File: config.mk
export PLATFORM = sky130hd
export DESIGN_NAME = gpr_file_param_flat
export DESIGN_NICKNAME = d
export VERILOG_FILES = /design/src/rtl/gpr_file_param_pkg.sv /design/src/rtl/gpr_file_param_if.sv /design/src/rtl/gpr_alu_update.sv /design/src/rtl/gpr_file_param.sv /design/src/flat_wrapper.sv
export SDC_FILE = /design/constraint.sdc
export NUM_CORES = 1
export LEC_CHECK = 0
export CAP_MARGIN = 40
export CORE_ASPECT_RATIO = 0.7
export CORE_MARGIN = 8
export CORE_UTILIZATION = 45
export DETAILED_ROUTE_END_ITERATION = 12
export PLACE_DENSITY = 0.74
export SLEW_MARGIN = 20
export SYNTH_ARGS = -nofsm -noshare
export SYNTH_HDL_FRONTEND = slang
export SYNTH_SLANG_ARGS = --single-unit
export TNS_END_PERCENT = 30
File: constraint.sdc
create_clock -name clk -period 10.23 [get_ports clk]
set_input_delay 1.5345 -clock clk [delete_from_list [all_inputs] [get_ports clk]]
set_output_delay 1.5345 -clock clk [all_outputs]
set_load 0.005 [all_outputs]
File: src/rtl/gpr_file_param_pkg.sv
// Shared definitions for the parameterised register file: write-operation encodings.
package gpr_file_param_pkg;

    typedef enum logic [1:0] {
        WR_LOAD = 2'b00,
        WR_ADD  = 2'b01,
        WR_SUB  = 2'b10,
        WR_CLR  = 2'b11
    } wr_mode_e;

    // Only arithmetic writes touch the flags; LOAD/CLR keep the previous ones.
    function automatic logic is_arith(wr_mode_e mode);
        return (mode == WR_ADD) || (mode == WR_SUB);
    endfunction

endpackage

File: src/rtl/gpr_file_param_if.sv
// Bus bundle for the register file: write, two read ports, reservation and flags.
interface gpr_file_param_if
    import gpr_file_param_pkg::*;
#(
    parameter int DATA_W = 16,
    parameter int ADDR_W = 3
);
    logic              wr_en;
    logic [ADDR_W-1:0] wr_addr;
    logic [DATA_W-1:0] wr_data;
    wr_mode_e          wr_mode;
    logic              rd_en_a;
    logic [ADDR_W-1:0] rd_addr_a;
    logic              rd_en_b;
    logic [ADDR_W-1:0] rd_addr_b;
    logic [DATA_W-1:0] rd_data_a;
    logic [DATA_W-1:0] rd_data_b;
    logic              busy_a;
    logic              busy_b;
    logic              rsv_en;
    logic [ADDR_W-1:0] rsv_addr;
    logic              rsv_err;
    logic              flag_c;
    logic              flag_z;
    logic              flag_v;

    modport master (
        output wr_en, wr_addr, wr_data, wr_mode,
        output rd_en_a, rd_addr_a, rd_en_b, rd_addr_b,
        output rsv_en, rsv_addr,
        input  rd_data_a, rd_data_b, busy_a, busy_b, rsv_err,
        input  flag_c, flag_z, flag_v
    );

    modport slave (
        input  wr_en, wr_addr, wr_data, wr_mode,
        input  rd_en_a, rd_addr_a, rd_en_b, rd_addr_b,
        input  rsv_en, rsv_addr,
        output rd_data_a, rd_data_b, busy_a, busy_b, rsv_err,
        output flag_c, flag_z, flag_v
    );

endinterface

File: src/rtl/gpr_alu_update.sv
// Combinational next-value and flag computation for one register write.
module gpr_alu_update
    import gpr_file_param_pkg::*;
#(
    parameter int DATA_W = 16
) (
    input  logic [DATA_W-1:0] old_val,
    input  logic [DATA_W-1:0] operand,
    input  wr_mode_e          mode,
    output logic [DATA_W-1:0] result,
    output logic              c,
    output logic              z,
    output logic              v
);
    logic [DATA_W:0] sum;
    logic [DATA_W:0] diff;

    assign sum  = {1'b0, old_val} + {1'b0, operand};
    assign diff = {1'b0, old_val} - {1'b0, operand};

    // For SUB the extra top bit of the widened difference is the borrow.
    always_comb begin
        result = '0;
        c      = 1'b0;
        v      = 1'b0;
        case (mode)
            WR_LOAD: result = operand;
            WR_ADD: begin
                result = sum[DATA_W-1:0];
                c      = sum[DATA_W];
                v      = (old_val[DATA_W-1] == operand[DATA_W-1]) &&
                         (result[DATA_W-1] != old_val[DATA_W-1]);
            end
            WR_SUB: begin
                result = diff[DATA_W-1:0];
                c      = diff[DATA_W];
                v      = (old_val[DATA_W-1] != operand[DATA_W-1]) &&
                         (result[DATA_W-1] != old_val[DATA_W-1]);
            end
            default: result = '0;
        endcase
    end

    assign z = (result == '0);

endmodule

File: src/rtl/gpr_file_param.sv
// Register file with LOAD/ADD/SUB/CLR writes, two combinational read ports and a busy scoreboard.
module gpr_file_param
    import gpr_file_param_pkg::*;
#(
    parameter int DATA_W   = 16,
    parameter int NUM_REGS = 8
) (
    input logic          clk,
    input logic          rst,
    gpr_file_param_if.slave bus
);
    localparam int ADDR_W = $clog2(NUM_REGS);

    logic [DATA_W-1:0]   regs [NUM_REGS];
    logic [NUM_REGS-1:0] busy;
    logic [NUM_REGS-1:0] busy_next;
    logic [ADDR_W-1:0]   wr_idx, rsv_idx, rd_idx_a, rd_idx_b;
    logic [DATA_W-1:0]   alu_result;
    logic                alu_c, alu_z, alu_v;
    logic                flag_c_q, flag_z_q, flag_v_q, rsv_err_q;

    assign wr_idx   = bus.wr_addr;
    assign rsv_idx  = bus.rsv_addr;
    assign rd_idx_a = bus.rd_addr_a;
    assign rd_idx_b = bus.rd_addr_b;

    gpr_alu_update #(.DATA_W(DATA_W)) u_alu (
        .old_val (regs[wr_idx]),
        .operand (bus.wr_data),
        .mode    (bus.wr_mode),
        .result  (alu_result),
        .c       (alu_c),
        .z       (alu_z),
        .v       (alu_v)
    );

    // Reservation is applied after the write clear so it wins on an address clash.
    always_comb begin
        busy_next = busy;
        if (bus.wr_en)  busy_next[wr_idx]  = 1'b0;
        if (bus.rsv_en) busy_next[rsv_idx] = 1'b1;
    end

    always_ff @(posedge clk or negedge rst) begin
        if (!rst) begin
            for (int i = 0; i < NUM_REGS; i++) regs[i] <= '0;
            busy      <= '0;
            flag_c_q  <= 1'b0;
            flag_z_q  <= 1'b0;
            flag_v_q  <= 1'b0;
            rsv_err_q <= 1'b0;
        end else begin
            if (bus.wr_en) regs[wr_idx] <= alu_result;
            if (bus.wr_en && is_arith(bus.wr_mode)) begin
                flag_c_q <= alu_c;
                flag_z_q <= alu_z;
                flag_v_q <= alu_v;
            end
            busy      <= busy_next;
            rsv_err_q <= bus.rsv_en && busy[rsv_idx];
        end
    end

    assign bus.rd_data_a = bus.rd_en_a ? regs[rd_idx_a] : '0;
    assign bus.rd_data_b = bus.rd_en_b ? regs[rd_idx_b] : '0;
    assign bus.busy_a    = busy[rd_idx_a];
    assign bus.busy_b    = busy[rd_idx_b];
    assign bus.rsv_err   = rsv_err_q;
    assign bus.flag_c    = flag_c_q;
    assign bus.flag_z    = flag_z_q;
    assign bus.flag_v    = flag_v_q;

endmodule

File: src/flat_wrapper.sv
// flat-port wrapper written by rule: the top's interface ports become plain ports
module gpr_file_param_flat import gpr_file_param_pkg::*;
#(
    parameter int DATA_W   = 16,
    parameter int NUM_REGS = 8
)
  (clk, rst, bus_wr_en, bus_wr_addr, bus_wr_data, bus_wr_mode, bus_rd_en_a, bus_rd_addr_a, bus_rd_en_b, bus_rd_addr_b, bus_rsv_en, bus_rsv_addr, bus_rd_data_a, bus_rd_data_b, bus_busy_a, bus_busy_b, bus_rsv_err, bus_flag_c, bus_flag_z, bus_flag_v);
  gpr_file_param_if #(.DATA_W(DATA_W), .ADDR_W((3))) bus_i ();
  input logic clk;
  input logic rst;
  input wire logic [$bits(bus_i.wr_en)-1:0] bus_wr_en;
  input wire logic [$bits(bus_i.wr_addr)-1:0] bus_wr_addr;
  input wire logic [$bits(bus_i.wr_data)-1:0] bus_wr_data;
  input wire logic [$bits(bus_i.wr_mode)-1:0] bus_wr_mode;
  input wire logic [$bits(bus_i.rd_en_a)-1:0] bus_rd_en_a;
  input wire logic [$bits(bus_i.rd_addr_a)-1:0] bus_rd_addr_a;
  input wire logic [$bits(bus_i.rd_en_b)-1:0] bus_rd_en_b;
  input wire logic [$bits(bus_i.rd_addr_b)-1:0] bus_rd_addr_b;
  input wire logic [$bits(bus_i.rsv_en)-1:0] bus_rsv_en;
  input wire logic [$bits(bus_i.rsv_addr)-1:0] bus_rsv_addr;
  output wire logic [$bits(bus_i.rd_data_a)-1:0] bus_rd_data_a;
  output wire logic [$bits(bus_i.rd_data_b)-1:0] bus_rd_data_b;
  output wire logic [$bits(bus_i.busy_a)-1:0] bus_busy_a;
  output wire logic [$bits(bus_i.busy_b)-1:0] bus_busy_b;
  output wire logic [$bits(bus_i.rsv_err)-1:0] bus_rsv_err;
  output wire logic [$bits(bus_i.flag_c)-1:0] bus_flag_c;
  output wire logic [$bits(bus_i.flag_z)-1:0] bus_flag_z;
  output wire logic [$bits(bus_i.flag_v)-1:0] bus_flag_v;
  assign bus_i.wr_en = bus_wr_en;
  assign bus_i.wr_addr = bus_wr_addr;
  assign bus_i.wr_data = bus_wr_data;
  assign bus_i.wr_mode = bus_wr_mode;
  assign bus_i.rd_en_a = bus_rd_en_a;
  assign bus_i.rd_addr_a = bus_rd_addr_a;
  assign bus_i.rd_en_b = bus_rd_en_b;
  assign bus_i.rd_addr_b = bus_rd_addr_b;
  assign bus_i.rsv_en = bus_rsv_en;
  assign bus_i.rsv_addr = bus_rsv_addr;
  assign bus_rd_data_a = bus_i.rd_data_a;
  assign bus_rd_data_b = bus_i.rd_data_b;
  assign bus_busy_a = bus_i.busy_a;
  assign bus_busy_b = bus_i.busy_b;
  assign bus_rsv_err = bus_i.rsv_err;
  assign bus_flag_c = bus_i.flag_c;
  assign bus_flag_z = bus_i.flag_z;
  assign bus_flag_v = bus_i.flag_v;
  gpr_file_param #(.DATA_W(DATA_W), .NUM_REGS(NUM_REGS)) u_core (.clk(clk), .rst(rst), .bus(bus_i));
endmodule
==> results.tsv <==
stage	metric	value	unit
cts	cts bufs inserted	17	
pwr	clock power share	27.5	%
hold_path	Hold Startpoint	u_core.bus.flag_v	
finish	Area Overhead vs Synth	15.2	%
grt	global-route wire length before repair	49.8	mm
setup_path	crit start category	primary input	
grt	initial antenna violation count	1	
logic_synthesis	Post-Syn Nets	1150	
setup_path	CP Data Arrival Time	6.32	ns
logic_synthesis	Synth Instances	1071	
cts	cells resized by post-CTS repair	0	
logic_synthesis	prevailing post-synth register cell	dfrtp_1	
setup_path	Critical Path RT	10.60	ns
setup_path	WP buf/inv	3	
logic_synthesis	largest family of logic cells by synthesized area	multiplexers	
timing	crit share post-route	58.1	%
drt	initial DRC count	1220	
logic_synthesis	Synth Area in XOR/XNOR	1.68	%
pwr	total internal power	1460	uW
pwr	Leakage Power	0.00508	uW
cts	Worst-path clk slew	0.06	ns
setup_path	Critical R2R Launch	u_core.regs[48]	
pwr	combinational power share	36.6	%
setup_path	Critical Path Slowest Stage Cell	nor2_1	
setup_path	WS Path Type	in2reg	
cts	total number of H-tree levels	4	
floorplan	Initial Util	45.9	%
floorplan	core area	22700	um^2
grt	largest net degree at the start of global routing	69	
setup_path	delay-heaviest family, CP	compound AO/OA/AOI/OAI gates	
cts	hold buffer count at cts	0	
finish	most frequent cells in the layout	nand2_1, o21ai_0, dfrtp_1, mux4_2, clkdlybuf4s50_1	
timing	Final min period	5.95	ns
cts	clock tree root driver cell	clkbuf_16	
drt	drc violations	0	
timing	Fmax achieved	0.168	GHz
finish	commonest non-fill, non-tap cell in the layout	nand2_1	
timing	final hold violation count	0	
timing	Final Max Slew Viols	0	
hold_path	Hold Path Depth	2	
logic_synthesis	Netlist cell types	71	
placement	Final GP Congestion	0.945	
outcome	status	complete, no violations	
flow_run	maxcap violations	0	
logic_synthesis	number of synthesized flops with an enable pin	0	
setup_path	flop-to-flop setup slack	5.88	ns
grt	total track usage	22.6	%
timing	Final setup viols	0	
hold_path	Min-Delay Path Class	reg2reg	
setup_path	Crit. End Element	flip-flop	
floorplan	Die X	198	um
floorplan	DIE HEIGHT	143	um
timing	Max-slew headroom	43.1	%
drt	vias per cell	6.28	
cts	clk_lat worst skew	0.44	ns
drt	Routed WL per cell	22.5	um
cts	Post-CTS Setup Inserts	0	
logic_synthesis	Netlist Area Pre-Place	10400	um^2
drt	antenna-violating nets left	0	
placement	Port Buffer Count	73	
pwr	pwr/cell area	191	nW/um^2
cts	clock tree buffer depth	2	
drt	DRT Wirelength	32.0	mm
pwr	Seq pwr share	36.0	%
setup_path	maximum fanout along the worst path	38	
setup_path	CP Cell Sequence	buf_2, buf_4, inv_1, nor2_1, a22oi_1, o221ai_1, ha_1, nor4b_1, a21boi_1, o31ai_1, o31ai_2, xnor2_1, a2bb2oi_1, and4bb_1, a41o_1	
placement	Placed Instances	1386	
setup_path	R2R cell count	17	
finish	post-route non-filler standard cell count	1424	
logic_synthesis	Adder-Cell Fraction of Synth Area	5.32	%
pwr	maximum vdd drop	141	uV
floorplan	FP Rows	46	
placement	Post-DP HPWL	21.6	mm
drt	total number of vias	8944	
logic_synthesis	Yosys reg bits	140	
logic_synthesis	post-synthesis mux area share	23.4	%
logic_synthesis	Seq/Total Area, Yosys	33.7	%
timing	RSZ-0062 raised after global routing	no	
logic_synthesis	ys async rst share	100	%
cts	clk sinks	140	
timing	Worst Skew	0.00992	ns
grt	vias in the first global route	8419	
timing	Worst-Margin Slew	0.854	ns
timing	Final TNS setup	0	ns
floorplan	IO Pins	74	
finish	share of cells above drive strength 1	16.0	%
grt	global route total overflow	0	
finish	NumNets Final	1177	
pwr	P_sw	831	uW
drt	Initial DRT Pass Iterations	8	
pwr	switching share of power	36.3	%
setup_path	crit-path max cell delay	0.55	ns
logic_synthesis	Avg Inst Size Synth	9.72	um^2
logic_synthesis	simple-gate portion of the synthesized area	14.1	%
hold_path	Hold Path Sink	u_core.bus.flag_v	
logic_synthesis	Synthesis Warnings	0	
finish	# fillers	1993	
logic_synthesis	post-synthesis compound-gate area fraction	17.4	%
setup_path	RR Endpoint	u_core.bus.flag_z	
cts	CTS tree	yes	
floorplan	Die ar.	28300	um^2
per-layer routing:
layer	GRT usage [%]	up-vias	wire, um	share of wire (%)
li1	-	3993	-	-
met1	31.7	4341	13500	42
met2	33.1	554	14100	44
met3	6.82	56	3730	12
met4	7.09	0	718	2.2
met5	0	-	0	0
how the worst max path moves through the flow:
stage                              start                end  slack [ns]  cells after the start
after detailed placement  bus_wr_addr[0]  u_core.bus.flag_z        3.88                     18
after CTS                 bus_wr_addr[0]  u_core.bus.flag_z        4.33                     18
final                     bus_wr_addr[2]  u_core.bus.flag_z        4.28                     15
after global placement    bus_wr_addr[0]  u_core.bus.flag_z        4.05                     18
after floorplan           bus_wr_addr[1]  u_core.bus.flag_z        4.47                     17
after global routing      bus_wr_addr[2]  u_core.bus.flag_z        4.04                     15
cells by family (layout without fill, tap and decap cells):
logic type | Yosys count | count (layout)
DFF | 140 | 140
muxes | 150 | 150
buffers and inverters | 117 | 157
other | 0 | 1
adders and majority gates | 43 | 43
and+or+nand+nor | 311 | 311
xor gates and xnor gates | 20 | 20
AOI/OAI and AO/OA | 290 | 290
area by class of cell:
class                      instances  area (um^2)  area share [%]
tap                              312          390            3.26
multi-input combinational        814         6440            53.7
inverter                          28          105           0.877
timing repair buffer              97          952            7.95
sequential                       140         3500            29.2
clock inverter                    12          125            1.04
clock buffer                      20          467            3.89
antenna                            1         2.50          0.0209
synthesized netlist by cell type, drive strengths merged, types with 4 or more instances:
| master | count | area share, % |
|---|---|---|
| or3 | 5 | 0.35 |
| a41o | 4 | 0.38 |
| a221oi | 9 | 0.76 |
| nand4 | 5 | 0.30 |
| o221ai | 4 | 0.34 |
| xor2 | 6 | 0.51 |
| or2 | 7 | 0.42 |
| o22a | 5 | 0.42 |
| nor2b | 46 | 2.8 |
| o21ai | 160 | 7.7 |
| nor3 | 11 | 0.53 |
| a21o | 6 | 0.44 |
| buf | 25 | 1.1 |
| o22ai | 4 | 0.24 |
| a31oi | 14 | 0.84 |
| ha | 41 | 4.9 |
| mux2 | 26 | 2.8 |
| xnor2 | 14 | 1.2 |
| a21oi | 14 | 0.67 |
| nor2 | 32 | 1.2 |
| nand3 | 7 | 0.34 |
| nand2 | 168 | 6.1 |
| a222oi | 7 | 0.67 |
| a22oi | 20 | 1.4 |
| mux4 | 72 | 16 |
| nand2b | 8 | 0.48 |
| mux2i | 52 | 5.0 |
| o21a | 9 | 0.65 |
| o31ai | 6 | 0.48 |
| a211oi | 6 | 0.48 |
| inv | 28 | 1.0 |
| dfrtp | 140 | 34 |
| clkbuf | 64 | 2.3 |
power by group through the flow:
stage	Clock (uW)	Sequential, uW	Combinational [uW]
floorplan	0	779	599
global placement	0	816	797
detailed placement	0	824	818
CTS	633	815	824
global route	656	838	914
finish	628	822	836
state kept, by name (all words and copies together), names as in the netlist:
register,count
u_core.regs,128
u_core.busy,8
u_core.bus.flag_c,1
u_core.bus.flag_v,1
u_core.bus.flag_z,1
u_core.bus.rsv_err,1
worst register-to-register path, delay by kind of cell, from the launching register on:
family	cells	cell delay [ns]
AOI/OAI and AO/OA	7	1.86
and+or+nand+nor	5	0.97
adders and majority gates	2	0.66
DFF	1	0.40
muxes	1	0.15
xor gates and xnor gates	1	0.15
buffers and inverters	1	0.09
through the flow:
step                hold WS, ns  area (um^2)  setup slack [ns]  utilization [%]  total power, uW
CTS                       0.496        11900              4.33             52.6             2270
floorplan                 0.473        10400              4.47                -             1380
finish                    0.484        12000              4.28             52.8             2290
global route              0.524        12000              4.04             52.8             2410
global placement          0.482        11300              4.05             49.6             1610
detailed placement        0.482        11300              3.88             50.0             1640
No activity file was read; power rests on OpenSTA's default activity.
